<file path="config.mk">
export PLATFORM = sky130hd
export DESIGN_NAME = frame_snapshot
export DESIGN_NICKNAME = d
export VERILOG_FILES = /design/src/rtl/pong_pkg.sv /design/src/rtl/frame_snapshot.sv
export SDC_FILE = /design/constraint.sdc
export NUM_CORES = 1
export LEC_CHECK = 0
export BUFFER_PORTS_ARGS = -buffer_cell sky130_fd_sc_hd__buf_2
export CORE_ASPECT_RATIO = 1.4
export CORE_MARGIN = 1
export CORE_UTILIZATION = 35
export CTS_BUF_LIST = sky130_fd_sc_hd__clkbuf_16
export CTS_CLUSTER_DIAMETER = 30
export CTS_CLUSTER_SIZE = 12
export DETAILED_ROUTE_END_ITERATION = 7
export GPL_ROUTABILITY_DRIVEN = 0
export PLACE_DENSITY_LB_ADDON = 0.08
export SKIP_CTS_REPAIR_TIMING = 1
export SYNTH_ARGS = -nofsm -noshare
export SYNTH_HDL_FRONTEND = slang
export SYNTH_SLANG_ARGS = --single-unit
</file>
<file path="constraint.sdc">
create_clock -name clk -period 4 [get_ports clk]
set_input_delay 0.4 -clock clk [delete_from_list [all_inputs] [get_ports clk]]
set_output_delay 0.4 -clock clk [all_outputs]
set_load 0.02 [all_outputs]
</file>
<file path="src/rtl/pong_pkg.sv">
// rtl/pong_pkg.sv - shared game-state layout, field widths and fetch FSM encoding
package pong_pkg;

  localparam logic [2:0] OFF_BALL_X  = 3'd0;
  localparam logic [2:0] OFF_BALL_Y  = 3'd1;
  localparam logic [2:0] OFF_PAD_L_Y = 3'd2;
  localparam logic [2:0] OFF_PAD_R_Y = 3'd3;
  localparam logic [2:0] OFF_SCORE_L = 3'd4;
  localparam logic [2:0] OFF_SCORE_R = 3'd5;

  localparam int POS_W   = 10;
  localparam int SCORE_W = 4;
  localparam logic [SCORE_W-1:0] SCORE_MAX = 4'd9;

  typedef enum logic [1:0] {
    ST_IDLE   = 2'd0,
    ST_FETCH  = 2'd1,
    ST_COMMIT = 2'd2
  } state_t;

endpackage

</file>
<file path="src/rtl/frame_snapshot.sv">
// rtl/frame_snapshot.sv - per-frame fetch of the six-word game-state block with atomic commit
module frame_snapshot
  import pong_pkg::*;
#(
  parameter logic [31:0] BASE_ADDR = 32'd32,
  parameter int          NUM_WORDS = 6
) (
  input  logic               clk,
  input  logic               rst,
  input  logic               frame_start,
  output logic [31:0]        roa,
  input  logic [31:0]        rod,
  output logic [POS_W-1:0]   ball_x,
  output logic [POS_W-1:0]   ball_y,
  output logic [POS_W-1:0]   pad_l_y,
  output logic [POS_W-1:0]   pad_r_y,
  output logic [SCORE_W-1:0] score_l,
  output logic [SCORE_W-1:0] score_r,
  output logic               busy,
  output logic               done,
  output logic               overrun
);

  localparam logic [2:0] LAST_IDX = 3'(NUM_WORDS - 1);

  state_t     state, state_n;
  logic [2:0] idx, idx_n;
  logic       capture;
  logic       commit;

  logic [POS_W-1:0]   stg_ball_x, stg_ball_y, stg_pad_l_y, stg_pad_r_y;
  logic [SCORE_W-1:0] stg_score_l, stg_score_r;

  // Whole 32-bit word is compared so stray high bits also saturate the score.
  function automatic logic [SCORE_W-1:0] sat_score(input logic [31:0] word);
    if (word > 32'(SCORE_MAX)) begin
      return SCORE_MAX;
    end
    return word[SCORE_W-1:0];
  endfunction

  always_comb begin
    state_n = state;
    idx_n   = idx;
    capture = 1'b0;
    commit  = 1'b0;
    roa     = BASE_ADDR;
    case (state)
      ST_IDLE: begin
        if (frame_start) begin
          state_n = ST_FETCH;
          idx_n   = 3'd0;
        end
      end
      ST_FETCH: begin
        roa     = BASE_ADDR + 32'(idx);
        capture = 1'b1;
        idx_n   = idx + 3'd1;
        if (idx == LAST_IDX) begin
          state_n = ST_COMMIT;
        end
      end
      ST_COMMIT: begin
        commit  = 1'b1;
        state_n = ST_IDLE;
      end
      default: begin
        state_n = ST_IDLE;
      end
    endcase
  end

  always_ff @(posedge clk or posedge rst) begin
    if (rst) begin
      state   <= ST_IDLE;
      idx     <= 3'd0;
      busy    <= 1'b0;
      done    <= 1'b0;
      overrun <= 1'b0;
    end else begin
      state <= state_n;
      idx   <= idx_n;
      busy  <= (state_n != ST_IDLE);
      done  <= commit;
      // A pulse landing on the commit cycle is also an overrun: it is never queued.
      if (frame_start && (state != ST_IDLE)) begin
        overrun <= 1'b1;
      end
    end
  end

  always_ff @(posedge clk or posedge rst) begin
    if (rst) begin
      stg_ball_x  <= '0;
      stg_ball_y  <= '0;
      stg_pad_l_y <= '0;
      stg_pad_r_y <= '0;
      stg_score_l <= '0;
      stg_score_r <= '0;
    end else if (capture) begin
      case (idx)
        OFF_BALL_X:  stg_ball_x  <= rod[POS_W-1:0];
        OFF_BALL_Y:  stg_ball_y  <= rod[POS_W-1:0];
        OFF_PAD_L_Y: stg_pad_l_y <= rod[POS_W-1:0];
        OFF_PAD_R_Y: stg_pad_r_y <= rod[POS_W-1:0];
        OFF_SCORE_L: stg_score_l <= sat_score(rod);
        OFF_SCORE_R: stg_score_r <= sat_score(rod);
        default: ;
      endcase
    end
  end

  // The renderer only ever sees a full set: all six outputs load on one edge.
  always_ff @(posedge clk or posedge rst) begin
    if (rst) begin
      ball_x  <= '0;
      ball_y  <= '0;
      pad_l_y <= '0;
      pad_r_y <= '0;
      score_l <= '0;
      score_r <= '0;
    end else if (commit) begin
      ball_x  <= stg_ball_x;
      ball_y  <= stg_ball_y;
      pad_l_y <= stg_pad_l_y;
      pad_r_y <= stg_pad_r_y;
      score_l <= stg_score_l;
      score_r <= stg_score_r;
    end
  end

endmodule

</file>
## Word level (Yosys, flattened, before mapping)

Cells that the tools add are included.
Widths: inputs -> output; s select.

| storage, ports and cells | value |
|---|---|
| bits in read-only memories | 0 |
| input port bits | 35 |
| output and inout port bits | 83 |
| RAM bits | 0 |
| word-level logic and storage cells | 57 |
| bits in latches | 0 |
| memories | 0 |
| flip-flop bits (word level) | 104 |

| operators by class | value |
|---|---|
| muxes and demuxes | 16 |
| multiply operators | 0 |
| equal/unequal tests | 8 |
| add/sub/neg operators | 2 |
| reductions and logical operators | 13 |
| $lt $le $gt $ge | 1 |
| shift operators | 0 |
| bitwise operators | 0 |
| div/mod/pow operators | 0 |

Operators by type and width:

| kind | count |
|---|---|
| $gt 32x4->1 const B | 1 |
| $reduce_and 2->1 | 7 |
| $mux 4 | 3 |
| $add 6x3->7 const A | 1 |
| $mux 1 | 7 |
| $mux 7 | 1 |
| $eq 3x2->1 const B | 2 |
| $eq 3x3->1 const B | 2 |
| $pmux 3 s2 | 1 |
| $reduce_bool 2->1 | 3 |
| $mux 2 | 2 |
| $pmux 2 s2 | 1 |
| $add 3x1->3 const B | 1 |
| $eq 3x1->1 const B | 1 |
| $logic_not 3->1 | 1 |
| $mux 3 | 1 |
| $eq 2x1->1 const B | 1 |
| $eq 2x2->1 const B | 1 |
| $logic_not 2->1 | 1 |
| $ne 2x2->1 const B | 1 |
| $logic_and 1x1->1 | 1 |

## Depth between registers and ports, before layout

| logic depth | value |
|---|---|
| word-level depth | 5 |
| mapped depth | 6 |
| depth with buffers taken out | 6 |

## Least setup slack after synthesis

OpenSTA, ideal clock, no wires.

| timing path | value |
|---|---|
| path kind | reg-to-output |
| from | register state[1] |
| to | output port roa[0] |
| stages on the path, launching flop included | 3 |
| data required time | 3.600 ns |
| path slack | 2.584 ns |
| arrival | 1.016 ns |
| buffers on the path | 0 |
| path through | dfrtp_1 or2b_1 nor2_1 |

| on the way | value |
|---|---|
| cells in the longest elaborated chain, start to end | 2 |

Ends and longest elaborated chain:

| element | RTL line | source |
|---|---|---|
| from (decl) | frame_snapshot.sv:26 | `state_t state, state_n;` |
| from (signal assigned) | frame_snapshot.sv:81 | `state <= state_n;` |
| $eq 2x1->1 | frame_snapshot.sv:48 | `case (state)` |
| $mux 7 | frame_snapshot.sv:48 |  |
| to (decl) | frame_snapshot.sv:11 | `output logic [31:0] roa,` |

Every way passes these cells.

## Final worst setup path

| timing path | value |
|---|---|
| from | register state[0] |
| to | register ball_x[3] |

| on the way | value |
|---|---|
| cells in the longest elaborated chain, start to end | 2 |

Ends and longest elaborated chain:

| element | RTL line | source |
|---|---|---|
| $eq 2x2->1 | frame_snapshot.sv:48 |  |
| $mux 1 | frame_snapshot.sv:48 |  |
| to (signal assigned) | frame_snapshot.sv:123 | `ball_x <= stg_ball_x;` |
| to (decl) | frame_snapshot.sv:13 | `output logic [POS_W-1:0] ball_x,` |

Every way passes these cells.
A chain may end at the register's enable or synchronous reset.

==> results.json <==
{
  "tritoncts": "built",
  "drtAntennaViolNets": 0,
  "num_cts_buffers": 9,
  "status": "finished, violations left",
  "async_reset_ff_frac": 1.00,
  "worst-r2r-cell-count": 3,
  "syn-cell-area_um2": 4500,
  "p_sw_frac": 0.327,
  "worst-setup-path-type": "reg -> reg",
  "die-height_um": 136,
  "kind_of_capture_point_of_the_worst_setup_path": "register",
  "drt_iter0_drc": 66,
  "mostFrequentLayoutCell": "sky130_fd_sc_hd__dfrtp_1",
  "clkLatencyLatePin_ns": 0.34,
  "detail_route.vias_per_cell": 4.69,
  "detailed_placement_hpwl_um": 6490,
  "die_width_um": 97.9,
  "violated_checks": "DRC",
  "p_switching_mw": 1.42,
  "finalCoreUtilization": 0.425,
  "synthDominantCellAreaShare": 0.578,
  "power-per-cell-area_nw_per_um2": 824,
  "synth.area.top_cells": "sky130_fd_sc_hd__dfrtp_1 58%, sky130_fd_sc_hd__mux2_4 13%, sky130_fd_sc_hd__mux2_2 12%, sky130_fd_sc_hd__buf_4 4.8%, sky130_fd_sc_hd__ha_1 1.4%",
  "worst_ir_drop_vdd_v": 0.000301,
  "antenna_found_initial": 0,
  "holdWs_ns": 0.144,
  "synth_flop_cell": "sky130_fd_sc_hd__dfrtp_1",
  "area_occupied_by_registers_um2": 2600,
  "report.final.slew_viol_count": 0,
  "clock-sinks": 104,
  "cts-htree-levels": 3,
  "max-slew-margin-rel": 0.337,
  "power.total_mw": 4.35,
  "syn2layout_area_growth_pct": 17.2,
  "grtUsageMet1": 0.185,
  "finalCritPeriodShare": 0.551,
  "leakagePower_nw": 2.67,
  "ios": 118,
  "insertedDiodeCount": 0,
  "detail_route.drc_violations": 5,
  "nNetsFinal": 433,
  "critical_path_required_ns": 4.22,
  "grt_pass1_wl_um": 14900,
  "cap_violations": 0,
  "synth_cell_types": 28,
  "die_outline_area_um2": 13300,
  "most_frequent_cells_in_the_layout": "104 x sky130_fd_sc_hd__dfrtp_1, 88 x sky130_fd_sc_hd__buf_2, 49 x sky130_fd_sc_hd__mux2_2, 39 x sky130_fd_sc_hd__mux2_4, 29 x sky130_fd_sc_hd__conb_1",
  "gr-usage-met3": 0.0350,
  "power.share.combinational": 0.363,
  "layout.filler_cells": 1167,
  "fin_crit_ns": 2.20,
  "rows": 48,
  "yosysWarnings": 0,
  "clockRootBuffer": "sky130_fd_sc_hd__clkbuf_16",
  "clock_transition_at_the_register_clock_pins_on_the_worst_setup_and_hold_paths_after_cts_ns": 0.07,
  "yosysSeqAreaShare": 0.578,
  "cts_max_path_buffers": 2,
  "final_sum_of_negative_setup_slack_ns": 0,
  "grt_pass1_vias": 2646,
  "setup_viol": 0,
  "post_detailed_route_wirelength_per_cell_um": 17.2,
  "multi_input_area_um2": 1660,
  "hold_removal_path_class": "in -> async",
  "synthesis.instances": 301,
  "grt_max_degree": 51,
  "post-synth-top-area-cell": "sky130_fd_sc_hd__dfrtp_1",
  "start_util": 0.362,
  "cp_max_fo": 32,
  "fin_skew_ns": 0.00603,
  "final_layout_size_suffix_gt1_frac": 0.503,
  "grt-ovfl-total": 0,
  "tightestPinTransition_ns": 0.995,
  "clkPwrFrac": 0.227,
  "cp.arrival_ns": 2.43,
  "detail_route.first_pass.iterations": 6,
  "port_buffers": 88,
  "fmax_mhz": 454,
  "rsz0062_at_grt": "false",
  "globalRouteMet2Util": 0.258,
  "synth.ff_latch_count": 104,
  "synth_enable_flop_cells": 0,
  "finalWirelength_um": 9450,
  "power.internal_mw": 2.93,
  "crit_path_start_kind": "register",
  "coreArea_um2": 12400,
  "syn_area_per_cell_um2": 15.0,
  "sequentialPowerShare": 0.410,
  "vias": 2571,
  "gr-max-usage-layer": "met2",
  "global_route.usage.total": 0.151,
  "final-hold-violation-count": 0
}
[final cells by class]
| cell class | instances | area share |
|---|---|---|
| Inverter | 7 | 0.00545 |
| Tap cell | 150 | 0.0356 |
| Clock buffer | 9 | 0.0427 |
| Clock inverter | 7 | 0.0209 |
| Multi-Input combinational cell | 180 | 0.315 |
| Sequential cell | 104 | 0.493 |
| Timing Repair Buffer | 91 | 0.0877 |
[path summary, 6_finish.rpt]
check / start / endpoint / slack (ns)
worst max register to register: state[0]$_DFF_PP0_ / ball_x[3]$_DFFE_PP0P_ / 1.80
min in group clk: frame_start / overrun$_DFFE_PP0P_ / 0.33
worst min-delay path: rst / ball_x[9]$_DFFE_PP0P_ / 0.14
worst min register to register: overrun$_DFFE_PP0P_ / overrun$_DFFE_PP0P_ / 0.47
max in group asynchronous: rst / pad_l_y[2]$_DFFE_PP0P_ / 3.02
worst max-delay path: state[0]$_DFF_PP0_ / ball_x[3]$_DFFE_PP0P_ / 1.80
[registers in the layout, indices dropped and copies added (netlist names)]
name         flops
pad_l_y         10
pad_r_y         10
stg_score_r      4
score_r          4
busy             1
overrun          1
stg_pad_r_y     10
stg_score_l      4
stg_ball_y      10
idx              3
ball_x          10
score_l          4
stg_ball_x      10
ball_y          10
done             1
stg_pad_l_y     10
state            2
[through the flow]
step / setup WS [ns] / area, um2 / cells
4_1_cts: 1.76 / 5280 / 548
6_report: 1.80 / 5280 / 548
3_5_place_dp: 1.76 / 4940 / 532
3_3_place_gp: 1.82 / 4940 / 532
2_1_floorplan: 0.868 / 4600 / 328
5_1_grt: 1.62 / 5280 / 548
[routing by layer]
layer	wire [um]	part of all wire
met1	4090	0.43
met2	4830	0.51
met3	391	0.041
met4	127	0.013
met5	0	0
[power groups by stage]
| stage | clock network [mW] | registers [mW] | logic (mW) |
|---|---|---|---|
| after floorplan | 0 | 1.99 | 1.00 |
| after global placement | 0 | 1.80 | 1.58 |
| after detailed placement | 0 | 1.81 | 1.60 |
| after CTS | 1.02 | 1.79 | 1.61 |
| after global routing | 1.06 | 1.84 | 1.70 |
| final | 0.989 | 1.78 | 1.58 |
[cells in the mapped netlist (2+ instances only)]
cell                       number
sky130_fd_sc_hd__o31ai_1        4
sky130_fd_sc_hd__nor4_1         7
sky130_fd_sc_hd__and3_4         3
sky130_fd_sc_hd__conb_1         2
sky130_fd_sc_hd__mux2_4        39
sky130_fd_sc_hd__ha_1           5
sky130_fd_sc_hd__buf_6          2
sky130_fd_sc_hd__o21ai_0        4
sky130_fd_sc_hd__mux2_2        49
sky130_fd_sc_hd__buf_4         29
sky130_fd_sc_hd__nor2_1        11
sky130_fd_sc_hd__nand4_1        2
sky130_fd_sc_hd__buf_12         3
sky130_fd_sc_hd__buf_2          3
sky130_fd_sc_hd__nand2_1       10
sky130_fd_sc_hd__a31oi_1        5
sky130_fd_sc_hd__dfrtp_1      104
sky130_fd_sc_hd__nand4b_1       2
sky130_fd_sc_hd__and4_1         2
sky130_fd_sc_hd__inv_1          7
[kinds of logic (layout without fill, tap and decap cells)]
logic type | count (synthesis) | in the layout | synth area share
buffers and inverters | 44 | 114 | 0.0759
AND/OR/NAND/NOR | 43 | 43 | 0.0570
AO/OA/AOI/OAI | 15 | 15 | 0.0211
other | 2 | 29 | 0.00167
flip-flops | 104 | 104 | 0.578
adder cells (fa/ha/maj) | 5 | 5 | 0.0139
multiplexers | 88 | 88 | 0.253
[worst max-delay path: stages (launching register included)]
cell                       delay (ns)
sky130_fd_sc_hd__dfrtp_1         0.46
sky130_fd_sc_hd__nand2b_2        0.83
sky130_fd_sc_hd__buf_4           0.41
sky130_fd_sc_hd__mux2_2          0.37
Power figures use the tool's default switching activity.
